**config.mk**
```make
export PLATFORM = sky130hd
export DESIGN_NAME = mem_req_ctrl_flat
export DESIGN_NICKNAME = d
export VERILOG_FILES = /design/src/rtl/mem_req_ctrl_if.sv /design/src/rtl/mem_req_ctrl.sv /design/src/flat_wrapper.sv
export SDC_FILE = /design/constraint.sdc
export NUM_CORES = 1
export LEC_CHECK = 0
export CAP_MARGIN = 20
export CORE_MARGIN = 2
export CORE_UTILIZATION = 43
export DETAILED_ROUTE_END_ITERATION = 8
export MAX_ROUTING_LAYER = met4
export PLACE_DENSITY = 0.86
export SYNTH_ARGS = -nofsm -noshare
export SYNTH_HDL_FRONTEND = slang
export SYNTH_SLANG_ARGS = --single-unit
```
**constraint.sdc**
```tcl
create_clock -name clk -period 10.55 [get_ports clk]
set_input_delay 1.5825 -clock clk [delete_from_list [all_inputs] [get_ports clk]]
set_output_delay 1.5825 -clock clk [all_outputs]
set_load 0.01 [all_outputs]
```
**src/rtl/mem_req_ctrl_if.sv**
```systemverilog
// mem_req_ctrl_if
// Data-side SRAM-like bus between the memory-stage request controller and
// the data memory. Allows one outstanding transaction.
//   master : controller side (drives req/wr/size/addr/wdata/wstrb)
//   slave  : memory side (drives addr_ok/data_ok/rdata)
interface mem_req_ctrl_if;
  logic        data_req;
  logic        data_wr;
  logic [1:0]  data_size;
  logic [31:0] data_addr;
  logic [31:0] data_wdata;
  logic [3:0]  data_wstrb;
  logic        data_addr_ok;
  logic        data_data_ok;
  logic [31:0] data_rdata;

  modport master (
    output data_req, data_wr, data_size, data_addr, data_wdata, data_wstrb,
    input  data_addr_ok, data_data_ok, data_rdata
  );

  modport slave (
    input  data_req, data_wr, data_size, data_addr, data_wdata, data_wstrb,
    output data_addr_ok, data_data_ok, data_rdata
  );
endinterface

```
**src/rtl/mem_req_ctrl.sv**
```systemverilog
// mem_req_ctrl
// Sequences the memory stage's single load/store onto the data-side bus
// (req / addr_ok / data_ok), stalls the pipeline until the access completes,
// holds load data until the pipeline advances, and cancels or drains the
// access when the exception unit flushes (kill).
//
// Optional build macro: MEM_REQ_TIMEOUT_EN adds a watchdog that abandons a
// stuck transaction after TIMEOUT_CYCLES cycles and raises sticky bus_timeout.
//
// Ports:
//   clk, reset          clock, asynchronous active-high reset
//   d_en                2'b01 load, 2'b10 store, others no request
//   d_addr/d_wdata      byte address / lane-aligned store data
//   d_size              0 byte, 1 half, 2 word
//   w_byte_select       store byte strobes
//   kill                flush from the exception unit
//   pipe_advance        memory stage advances this cycle
//   mem_stall           freeze the pipeline (combinational)
//   d_rdata             load data returned to the memory stage
//   bus                 data-side bus (master modport), all outputs registered
//   bus_timeout         sticky watchdog flag (0 without the optional feature)
//
// state   | meaning
// --------+-----------------------------------------------------------
// S_IDLE  | no access in flight; sample request
// S_ADDR  | data_req high, waiting for addr_ok
// S_DATA  | address accepted, waiting for data_ok
// S_DONE  | access complete, d_rdata held until pipe_advance/kill
// S_DRAIN | flushed after address accepted; discard the pending data_ok
module mem_req_ctrl #(
  parameter int TIMEOUT_CYCLES = 255
) (
  input  logic                  clk,
  input  logic                  reset,
  input  logic [1:0]            d_en,
  input  logic [31:0]           d_addr,
  input  logic [31:0]           d_wdata,
  input  logic [2:0]            d_size,
  input  logic [3:0]            w_byte_select,
  input  logic                  kill,
  input  logic                  pipe_advance,
  output logic                  mem_stall,
  output logic [31:0]           d_rdata,
  mem_req_ctrl_if.master        bus,
  output logic                  bus_timeout
);

  typedef enum logic [2:0] {
    S_IDLE  = 3'd0,
    S_ADDR  = 3'd1,
    S_DATA  = 3'd2,
    S_DONE  = 3'd3,
    S_DRAIN = 3'd4
  } state_t;

  state_t      r_state, w_state_nxt;
  logic        r_req,   w_req_nxt;
  logic        r_wr,    w_wr_nxt;
  logic [1:0]  r_size,  w_size_nxt;
  logic [31:0] r_addr,  w_addr_nxt;
  logic [31:0] r_wdata, w_wdata_nxt;
  logic [3:0]  r_wstrb, w_wstrb_nxt;
  logic [31:0] r_rdata, w_rdata_nxt;

  logic w_req_v;
  logic w_is_store;
  // d_size[2] carries no information for the supported sizes.
  logic w_unused_size;

  assign w_is_store    = (d_en == 2'b10);
  assign w_req_v       = ((d_en == 2'b01) || w_is_store) && !kill;
  assign w_unused_size = d_size[2];

`ifdef MEM_REQ_TIMEOUT_EN
  localparam int CNT_W = (TIMEOUT_CYCLES > 255) ? $clog2(TIMEOUT_CYCLES + 1) : 8;
  // Counter value in the last cycle before the limit is reached.
  localparam logic [CNT_W-1:0] TO_LAST = CNT_W'(TIMEOUT_CYCLES - 1);

  logic [CNT_W-1:0] r_cnt, w_cnt_nxt;
  logic             r_timeout, w_timeout_nxt;
  logic             w_busy;

  assign w_busy      = (r_state == S_ADDR) || (r_state == S_DATA) || (r_state == S_DRAIN);
  assign bus_timeout = r_timeout;
`else
  logic w_unused_timeout;
  assign w_unused_timeout = |TIMEOUT_CYCLES;
  assign bus_timeout      = 1'b0;
`endif

  always_ff @(posedge clk or posedge reset) begin
    if (reset) begin
      r_state <= S_IDLE;
      r_req   <= 1'b0;
      r_wr    <= 1'b0;
      r_size  <= 2'b00;
      r_addr  <= 32'h0;
      r_wdata <= 32'h0;
      r_wstrb <= 4'h0;
      r_rdata <= 32'h0;
    end else begin
      r_state <= w_state_nxt;
      r_req   <= w_req_nxt;
      r_wr    <= w_wr_nxt;
      r_size  <= w_size_nxt;
      r_addr  <= w_addr_nxt;
      r_wdata <= w_wdata_nxt;
      r_wstrb <= w_wstrb_nxt;
      r_rdata <= w_rdata_nxt;
    end
  end

`ifdef MEM_REQ_TIMEOUT_EN
  always_ff @(posedge clk or posedge reset) begin
    if (reset) begin
      r_cnt     <= '0;
      r_timeout <= 1'b0;
    end else begin
      r_cnt     <= w_cnt_nxt;
      r_timeout <= w_timeout_nxt;
    end
  end
`endif

  always_comb begin
    w_state_nxt = r_state;
    w_req_nxt   = r_req;
    w_wr_nxt    = r_wr;
    w_size_nxt  = r_size;
    w_addr_nxt  = r_addr;
    w_wdata_nxt = r_wdata;
    w_wstrb_nxt = r_wstrb;
    w_rdata_nxt = r_rdata;
`ifdef MEM_REQ_TIMEOUT_EN
    w_cnt_nxt     = w_busy ? (r_cnt + 1'b1) : r_cnt;
    w_timeout_nxt = r_timeout;
`endif

    case (r_state)
      S_IDLE: begin
        if (w_req_v) begin
          w_addr_nxt  = d_addr;
          w_wdata_nxt = d_wdata;
          w_size_nxt  = d_size[1:0];
          w_wr_nxt    = w_is_store;
          w_wstrb_nxt = w_is_store ? w_byte_select : 4'b0000;
          w_req_nxt   = 1'b1;
          w_state_nxt = S_ADDR;
        end
      end
      S_ADDR: begin
        if (bus.data_addr_ok) begin
          w_req_nxt = 1'b0;
          if (bus.data_data_ok) begin
            if (kill) begin
              w_state_nxt = S_IDLE;
            end else begin
              w_state_nxt = S_DONE;
              if (!r_wr) w_rdata_nxt = bus.data_rdata;
            end
          end else begin
            w_state_nxt = kill ? S_DRAIN : S_DATA;
          end
        end else if (kill) begin
          // Withdrawn before acceptance: no bus transaction took place.
          w_req_nxt   = 1'b0;
          w_state_nxt = S_IDLE;
        end
      end
      S_DATA: begin
        if (bus.data_data_ok) begin
          if (kill) begin
            w_state_nxt = S_IDLE;
          end else begin
            w_state_nxt = S_DONE;
            if (!r_wr) w_rdata_nxt = bus.data_rdata;
          end
        end else if (kill) begin
          w_state_nxt = S_DRAIN;
        end
      end
      S_DRAIN: begin
        if (bus.data_data_ok) w_state_nxt = S_IDLE;
      end
      S_DONE: begin
        if (pipe_advance || kill) w_state_nxt = S_IDLE;
      end
      default: begin
        w_req_nxt   = 1'b0;
        w_state_nxt = S_IDLE;
      end
    endcase

`ifdef MEM_REQ_TIMEOUT_EN
    // Watchdog only overrides a state that would otherwise keep waiting.
    if (w_busy && (r_cnt == TO_LAST) && (w_state_nxt == r_state)) begin
      w_timeout_nxt = 1'b1;
      w_req_nxt     = 1'b0;
      if (r_state == S_DATA) begin
        w_rdata_nxt = 32'hFFFF_FFFF;
        w_state_nxt = S_DONE;
      end else begin
        w_state_nxt = S_IDLE;
      end
    end
    if (((w_state_nxt == S_ADDR) || (w_state_nxt == S_DATA)) && (w_state_nxt != r_state))
      w_cnt_nxt = '0;
`endif
  end

  assign mem_stall = ((r_state == S_IDLE) && w_req_v) ||
                     (r_state == S_ADDR) || (r_state == S_DATA) || (r_state == S_DRAIN);

  assign d_rdata        = r_rdata;
  assign bus.data_req   = r_req;
  assign bus.data_wr    = r_wr;
  assign bus.data_size  = r_size;
  assign bus.data_addr  = r_addr;
  assign bus.data_wdata = r_wdata;
  assign bus.data_wstrb = r_wstrb;

endmodule
```
**src/flat_wrapper.sv**
```systemverilog
// flat-port wrapper written by rule: the top's interface ports become plain ports
module mem_req_ctrl_flat 
#(
  parameter int TIMEOUT_CYCLES = 255
)
  (clk, reset, d_en, d_addr, d_wdata, d_size, w_byte_select, kill, pipe_advance, mem_stall, d_rdata, bus_timeout, bus_data_req, bus_data_wr, bus_data_size, bus_data_addr, bus_data_wdata, bus_data_wstrb, bus_data_addr_ok, bus_data_data_ok, bus_data_rdata);
  mem_req_ctrl_if bus_i ();
  input  logic clk;
  input  logic reset;
  input  logic [1:0] d_en;
  input  logic [31:0] d_addr;
  input  logic [31:0] d_wdata;
  input  logic [2:0] d_size;
  input  logic [3:0] w_byte_select;
  input  logic kill;
  input  logic pipe_advance;
  output logic mem_stall;
  output logic [31:0] d_rdata;
  output logic bus_timeout;
  output wire logic [$bits(bus_i.data_req)-1:0] bus_data_req;
  output wire logic [$bits(bus_i.data_wr)-1:0] bus_data_wr;
  output wire logic [$bits(bus_i.data_size)-1:0] bus_data_size;
  output wire logic [$bits(bus_i.data_addr)-1:0] bus_data_addr;
  output wire logic [$bits(bus_i.data_wdata)-1:0] bus_data_wdata;
  output wire logic [$bits(bus_i.data_wstrb)-1:0] bus_data_wstrb;
  input wire logic [$bits(bus_i.data_addr_ok)-1:0] bus_data_addr_ok;
  input wire logic [$bits(bus_i.data_data_ok)-1:0] bus_data_data_ok;
  input wire logic [$bits(bus_i.data_rdata)-1:0] bus_data_rdata;
  assign bus_data_req = bus_i.data_req;
  assign bus_data_wr = bus_i.data_wr;
  assign bus_data_size = bus_i.data_size;
  assign bus_data_addr = bus_i.data_addr;
  assign bus_data_wdata = bus_i.data_wdata;
  assign bus_data_wstrb = bus_i.data_wstrb;
  assign bus_i.data_addr_ok = bus_data_addr_ok;
  assign bus_i.data_data_ok = bus_data_data_ok;
  assign bus_i.data_rdata = bus_data_rdata;
  mem_req_ctrl #(.TIMEOUT_CYCLES(TIMEOUT_CYCLES)) u_core (.clk(clk), .reset(reset), .d_en(d_en), .d_addr(d_addr), .d_wdata(d_wdata), .d_size(d_size), .w_byte_select(w_byte_select), .kill(kill), .pipe_advance(pipe_advance), .mem_stall(mem_stall), .d_rdata(d_rdata), .bus(bus_i), .bus_timeout(bus_timeout));
endmodule
```
## Word-level counts from Yosys, hierarchy flattened

Cells that the tools add are included.

- Register bits: 107
- Input bits: 111
- Output and inout port bits: 106
- Word-level logic and storage cells: 57

- Equality and inequality tests: 12
- Multiplexer cells: 21
- Bitwise gates (word level): 1
- Reductions and logical operators: 15

Operators with widths:

| operator | number |
|---|---|
| $mux 32 | 4 |
| $pmux 32 s2 | 1 |
| $mux 3 | 9 |
| $pmux 3 s5 | 1 |
| $eq 3x2->1 const B | 2 |
| $ne 3x3->1 const B | 2 |
| $logic_or 1x1->1 | 5 |
| $reduce_and 5->1 | 1 |
| $mux 4 | 1 |
| $ne 2x1->1 const B | 2 |
| $ne 2x2->1 const B | 2 |
| $reduce_and 2->1 | 2 |
| $eq 3x1->1 const B | 1 |
| $eq 3x3->1 const B | 1 |
| $logic_not 3->1 | 1 |
| $mux 1 | 3 |
| $pmux 1 s3 | 1 |
| $reduce_and 3->1 | 1 |
| $reduce_or 3->1 | 1 |
| $eq 2x1->1 const B | 1 |
| $eq 2x2->1 const B | 1 |
| $logic_and 1x1->1 | 2 |
| $mux 2 | 1 |
| $reduce_bool 2->1 | 1 |
| 2 further kinds | 2 |

## Depth between registers and ports, before layout

Gate-level depths: netlist of run 1.

- Depth in word-level cells: 7
- Depth in mapped cells: 8
- Mapped depth without buffers: 6

## Worst setup path after synthesis of run 1

No wires, ideal clock.

- Path kind: input-to-output
- From: input d_en[0]
- To: output mem_stall
- Arrival time: 2.604 ns
- Required time: 8.968 ns
- Slack: 6.363 ns
- Stages: 7
- Buffers on the path: 2
- Cell sequence: inv_1 > ha_1 > nor3_2 > nand2_1 > buf_6 > buf_2 > nand2_1

- Word-level cells in the longest chain between the ends: 7
- Elaborated cells on any way between the ends: 8
- Those cells by class: eq/ne (2); reduce/logical (6)

Ends and longest elaborated chain:

| element | line | RTL |
|---|---|---|
| start: declaration | flat_wrapper.sv:10 | `input logic [1:0] d_en;` |
| $eq 2x1->1 or $eq 2x2->1 (tied branches) | mem_req_ctrl.sv:71, mem_req_ctrl.sv:70 |  |
| $logic_or 1x1->1 * | mem_req_ctrl.sv:71 | `assign w_req_v = ((d_en == 2'b01) \|\| w_is_store) && !kill;` |
| $logic_and 1x1->1 * | mem_req_ctrl.sv:71 |  |
| $logic_and 1x1->1 * | mem_req_ctrl.sv:211 | `assign mem_stall = ((r_state == S_IDLE) && w_req_v) \|\|` |
| $logic_or 1x1->1 * | mem_req_ctrl.sv:211 |  |
| $logic_or 1x1->1 * (2 in a row) | mem_req_ctrl.sv:212 | `(r_state == S_ADDR) \|\| (r_state == S_DATA) \|\| (r_state == S_DRAIN);` |
| end: declaration | flat_wrapper.sv:17 | `output logic mem_stall;` |

Every way passes the cells marked *; elsewhere a longest branch is shown, timed or not.

## Final worst setup path of run 1

Same ends and word-level chain as after synthesis.

==> flow_summary.json, run 1 <==
{
  "status": "complete, no violations",
  "fin_area_sq_um": 6730,
  "synth_seq_cells": 107,
  "seq_area_frac_synth_pct": 62.6,
  "endpoint_kind": "primary output",
  "drc": 0,
  "r2r-end": "u_core.d_rdata[6]$_DFFE_PP0P_",
  "die_area_sq_um": 10800,
  "viasPerCell": 4.74,
  "synth_cell_type_count": 29,
  "max_freq_ghz": 0.203,
  "ys.warnings.count": 0,
  "routed_wl_mm": 10.1,
  "place_congestion": 0.783,
  "cts_buffers": 9,
  "path_cells": "clkdlybuf4s50_1 -> inv_1 -> ha_1 -> nor3_2 -> nand2_4 -> nand2_1 -> clkdlybuf4s50_1",
  "fin_skew_ps": 8.73,
  "port_buffers": 214,
  "ctsResizeCount": 0,
  "final_common_cell": "clkdlybuf4s50_1",
  "n_fill_cell": 715,
  "critPathMostFrequentCell": "clkdlybuf4s50_1",
  "hold_start": "u_core.bus.data_wstrb[2]$_DFFE_PP0P_",
  "avgSynthCellArea_sq_um": 15.7,
  "cts_root_buf": "clkbuf_8",
  "p_leak_nw": 2.90,
  "postCtsSetupRepairBufs": 0,
  "whs_ps": 503,
  "grt_pass1_wl_mm": 16.5,
  "max_stage_delay_ps": 570,
  "cpMaxStageDelayCell": "clkdlybuf4s50_1",
  "synth_cells": 272,
  "drt-pass1-iter-count": 4,
  "setup_slack_ps": 5620,
  "wl_per_cell_um": 16.3,
  "rsz0062_at_grt": "false",
  "grtUsageTotal_pct": 20.0,
  "fin_crit_ps": 4930,
  "vdd_drop_max_mv": 0.134,
  "slew_viol_final": 0,
  "grt_pass1_vias": 3221,
  "nNetsFinal": 596,
  "drtAntennaViolNets": 0,
  "fin_crit_sh_pct": 46.8,
  "cp.required_ps": 8970,
  "p_per_area_nw_per_um2": 280,
  "reg2reg_depth": 4,
  "dpl-instance-area_sq_um": 6500,
  "r2r_start": "u_core.r_state[0]$_DFFE_PP0P_",
  "utilization_pct": 69.2,
  "seqCellArea_sq_um": 2680,
  "cts_htree_levels": 3,
  "slew_headroom_pct": 31.2,
  "cts_buffer_depth": 2,
  "cts_tree": "built",
  "die_h_um": 104,
  "cts.hold.buffers_added": 0,
  "critPathKind": "input pin to primary output",
  "grt_max_degree": 77,
  "setup_viol": 0,
  "areaGrowthSynthToFinish_pct": 57.5,
  "hold_viol_final": 0,
  "cts_sinks": 107,
  "hpwl_mm": 7.47,
  "hold_end": "u_core.bus.data_wstrb[2]$_DFFE_PP0P_",
  "reg2reg_setup_slack_ps": 8100,
  "clock_latency_ps": 360,
  "hp-class": "register to register",
  "dp.cells": 606,
  "finalSetupTns_ps": 0,
  "mostFrequentLayoutCells": "clkdlybuf4s50_1 (214), dfrtp_1 (107), mux2_2 (76)",
  "instances_no_fill": 622,
  "drv_cap": 0,
  "multi_input_area_sq_um": 1490,
  "crit_path_start_kind": "input pin",
  "chipWidth_um": 104,
  "synth_area_sq_um": 4270,
  "cts.clk_slew.worst_paths_ps": 100,
  "antenna_cells": 0,
  "vias": 2946,
  "core_sq_um": 9730,
  "antenna_found_initial": 0,
  "drive_above_1_share_pct": 24.5,
  "cp.arrival_ps": 3350,
  "grt_overflow": 0,
  "initialDrtViolationCount": 114,
  "crit_path_max_fanout": 2,
  "worst_pin_slew_ps": 1030,
  "start_util_pct": 43.9,
  "ios": 217,
  "syn-num-nets": 384,
  "pre_cts_slack_ps": 5620,
  "whs_path_depth": 2,
  "total_power_mw": 1.88,
  "fp-row-count": 36
}
==> kinds of logic after synthesis <==
family	count (synthesis)	share of synthesized area [%]
xor gates and xnor gates	1	0.205
AOI/OAI and AO/OA	16	2.43
muxes	101	28.3
and+or+nand+nor	27	3.28
DFF	107	62.6
other	1	0.0877
adders and majority gates	1	0.293
buffers and inverters	18	2.72
==> cell usage after synthesis (all sizes together) <==
cell type / n / area [sq um]
mux2: 100 / 1200
nand3b: 2 / 15.0
inv: 3 / 11.3
a21oi: 2 / 10.0
buf: 15 / 105
o22a: 1 / 8.76
nor2: 5 / 21.3
ha: 1 / 12.5
mux2i: 1 / 10.0
dfrtp: 107 / 2680
nand2: 15 / 58.8
a211oi: 2 / 15.0
a21boi: 1 / 7.51
nand4b: 1 / 15.0
conb: 1 / 3.75
o32a: 1 / 10.0
o21ai: 8 / 40.0
xor2: 1 / 8.76
or4: 1 / 7.51
o31ai: 1 / 12.5
nor3: 1 / 10.0
nand2b: 1 / 6.26
nand4: 1 / 6.26
==> where the power goes <==
| group | internal [mW] | switching [mW] |
|---|---|---|
| registers | 0.611 | 0.113 |
| clock network | 0.147 | 0.133 |
| logic | 0.573 | 0.303 |
| total | 1.33 | 0.550 |
==> worst max-delay path by stage <==
| stage | depth (start not counted) | startpoint | endpoint |
|---|---|---|---|
| after floorplan | 1 | reset | u_core.bus.data_addr[0]$_DFFE_PP0P_ |
| after global placement | 7 | d_en[0] | mem_stall |
| after detailed placement | 7 | d_en[0] | mem_stall |
| after CTS | 7 | d_en[0] | mem_stall |
| after global routing | 7 | d_en[0] | mem_stall |
| final | 7 | d_en[0] | mem_stall |
==> sequential cells by signal, indices dropped and copies added, names as in the netlist <==
name                   flops
u_core.bus.data_addr      32
u_core.bus.data_wdata     32
u_core.d_rdata            32
u_core.bus.data_wstrb      4
u_core.r_state             3
u_core.bus.data_size       2
u_core.bus.data_req        1
u_core.bus.data_wr         1
==> metal layers <==
layer	wire length [um]	track usage (%)
met5	0	-
met4	227	7.72
met3	650	5.03
met2	5200	33.8
met1	4060	23.2
==> final cells by class <==
cell class | count | share of cell area [%]
Clock buffer | 12 | 2.31
Clock inverter | 4 | 1.08
Inverter | 3 | 0.204
Multi-Input combinational cell | 147 | 22.1
Sequential cell | 107 | 39.8
Tap cell | 133 | 2.47
Timing Repair Buffer | 216 | 32.1
==> critical path, delay by kind of cell <==
family	cells	cell delay, ps
adder cells (fa/ha/maj)	1	310
AND/OR/NAND/NOR	3	400
buffers and inverters	3	1060
Note: power is estimated with default switching activity, not from simulation.
==> run 2, diff against run 1 <==
--- a/config.mk
+++ b/config.mk
@@ -7,10 +7,10 @@
 export LEC_CHECK = 0
 export CAP_MARGIN = 20
 export CORE_MARGIN = 2
-export CORE_UTILIZATION = 43
+export CORE_UTILIZATION = 40
 export DETAILED_ROUTE_END_ITERATION = 8
 export MAX_ROUTING_LAYER = met4
-export PLACE_DENSITY = 0.86
+export PLACE_DENSITY = 0.8
 export SYNTH_ARGS = -nofsm -noshare
 export SYNTH_HDL_FRONTEND = slang
 export SYNTH_SLANG_ARGS = --single-unit
==> constraint.sdc (replaced) <==
create_clock -name clk -period 4.9 [get_ports clk]
set_input_delay 0.735 -clock clk [delete_from_list [all_inputs] [get_ports clk]]
set_output_delay 0.735 -clock clk [all_outputs]
set_load 0.01 [all_outputs]
==> run 2 against run 1 <==
Count of clock-buffer cells in the layout shrank 2. Wire length rose by 2.3%. Clock power increased by 110%. Combinational power is 120% higher. Global-route usage decreased by 1.4 points. Worst hold slack worse by 15 ps. Total power rose by 120%.
==> flow_summary.json, run 2 (same netlist as run 1, synthesis figures left out) <==
{
  "cp.required_ps": 4160,
  "cts_htree_levels": 3,
  "dpl-instance-area_sq_um": 6510,
  "fin_crit_sh_pct": 65.8,
  "cts.clk_slew.worst_paths_ps": 90,
  "routed_wl_mm": 10.4,
  "final_common_cell": "clkdlybuf4s50_1",
  "reg2reg_depth": 5,
  "chipWidth_um": 107,
  "r2r_start": "u_core.r_state[1]$_DFFE_PP0P_",
  "fp-row-count": 37,
  "die_h_um": 107,
  "start_util_pct": 41.2,
  "crit_path_start_kind": "input pin",
  "clock_latency_ps": 370,
  "slew_headroom_pct": 33.3,
  "status": "complete, no violations",
  "fin_area_sq_um": 6760,
  "r2r-end": "u_core.d_rdata[2]$_DFFE_PP0P_",
  "cts_buffers": 9,
  "slew_viol_final": 0,
  "wl_per_cell_um": 16.6,
  "die_area_sq_um": 11500,
  "cts.hold.buffers_added": 0,
  "cts_buffer_depth": 2,
  "drive_above_1_share_pct": 24.9,
  "setup_viol": 0,
  "crit_path_max_fanout": 2,
  "postCtsSetupRepairBufs": 0,
  "initialDrtViolationCount": 98,
  "cts_tree": "built",
  "hpwl_mm": 7.62,
  "grt_pass1_vias": 3275,
  "max_freq_ghz": 0.310,
  "fin_skew_ps": 9.93,
  "grt_overflow": 0,
  "ios": 217,
  "mostFrequentLayoutCells": "clkdlybuf4s50_1 (214), dfrtp_1 (107), mux2_2 (76)",
  "place_congestion": 0.794,
  "endpoint_kind": "primary output",
  "finalSetupTns_ps": 0,
  "grt_max_degree": 80,
  "endpoint": "mem_stall",
  "critPathKind": "input pin to primary output",
  "viasPerCell": 4.83,
  "areaGrowthSynthToFinish_pct": 58.2,
  "vias": 3025,
  "worst_pin_slew_ps": 1000,
  "n_fill_cell": 788,
  "grtUsageTotal_pct": 18.6,
  "grt_pass1_wl_mm": 16.1,
  "antenna_found_initial": 0,
  "ctsResizeCount": 0,
  "whs_path_depth": 2,
  "cts_sinks": 107,
  "vdd_drop_max_mv": 0.287,
  "fin_crit_ps": 3230,
  "utilization_pct": 65.2,
  "p_leak_nw": 2.91,
  "hp-class": "register to register",
  "drt-pass1-iter-count": 4,
  "reg2reg_setup_slack_ps": 2680,
  "cp.arrival_ps": 2490,
  "antenna_cells": 0,
  "port_buffers": 214,
  "drv_cap": 0,
  "rsz0062_at_grt": "false",
  "crit_path_start": "d_en[0]",
  "hold_viol_final": 0,
  "nNetsFinal": 597,
  "drc": 0,
  "cts_root_buf": "clkbuf_8",
  "core_sq_um": 10400,
  "p_per_area_nw_per_um2": 599,
  "drtAntennaViolNets": 0
}
-- run 2: cell types whose count changed in the layout (fill, tap and decap cells not counted) --
cell / change
clkinv_4: +1
clkbuf_8: -1
clkinvlp_4: +1
buf_16: +1
clkbuf_1: -1
-- run 2: stage by stage --
stage | hold WS, ps | setup WS [ps] | std cells | total power, mW
floorplan | 513 | 1350 | 272 | 2.39
global placement | 465 | 1660 | 609 | 3.42
detailed placement | 470 | 1660 | 609 | 3.49
CTS | 492 | 1660 | 625 | 4.10
global route | 506 | 1610 | 626 | 4.28
finish | 487 | 1670 | 626 | 4.05
-- run 2: power breakdown --
group	leakage [nW]	switching [mW]	internal, mW
registers	1.29	0.244	1.32
logic	1.52	0.654	1.24
clock network	0.108	0.294	0.302
-- run 2: critical path, cell delays in order --
cell	delay, ps
clkdlybuf4s50_1	460
inv_1	40
ha_1	320
nor3_2	260
nand2_4	70
nand2_1	60
clkdlybuf4s50_1	540
-- run 2: worst min path at each step --
stage	startpoint	end	slack [ps]
2_1_floorplan	u_core.bus.data_wstrb[0]$_DFFE_PP0P_	u_core.bus.data_wstrb[0]$_DFFE_PP0P_	510
3_3_place_gp	u_core.bus.data_wstrb[3]$_DFFE_PP0P_	u_core.bus.data_wstrb[3]$_DFFE_PP0P_	470
3_5_place_dp	u_core.bus.data_wstrb[3]$_DFFE_PP0P_	u_core.bus.data_wstrb[3]$_DFFE_PP0P_	470
4_1_cts	u_core.bus.data_wstrb[3]$_DFFE_PP0P_	u_core.bus.data_wstrb[3]$_DFFE_PP0P_	490
5_1_grt	u_core.bus.data_wstrb[3]$_DFFE_PP0P_	u_core.bus.data_wstrb[3]$_DFFE_PP0P_	510
6_report	u_core.bus.data_wstrb[3]$_DFFE_PP0P_	u_core.bus.data_wstrb[3]$_DFFE_PP0P_	490
-- run 2: per-layer routing --
| layer | vias to the layer above | GRT usage, % | share of wire, % | routed length (um) |
|---|---|---|---|---|
| met3 | 18 | 3.87 | 7.0 | 722 |
| met5 | - | - | 0 | 0 |
| met2 | 140 | 31.8 | 51 | 5280 |
| met1 | 1492 | 21.4 | 40 | 4130 |
| li1 | 1375 | - | - | - |
| met4 | 0 | 7.97 | 2.3 | 238 |
-- run 2: layout make-up --
cell class	count	area, sq um	area share (%)
flip-flops and latches	107	2680	39.6
clock inverters	6	88.8	1.31
well taps	136	170	2.52
clock buffers	10	138	2.04
repair buffers	217	2180	32.3
inverters	3	13.8	0.204
multi-input cells	147	1490	22.0
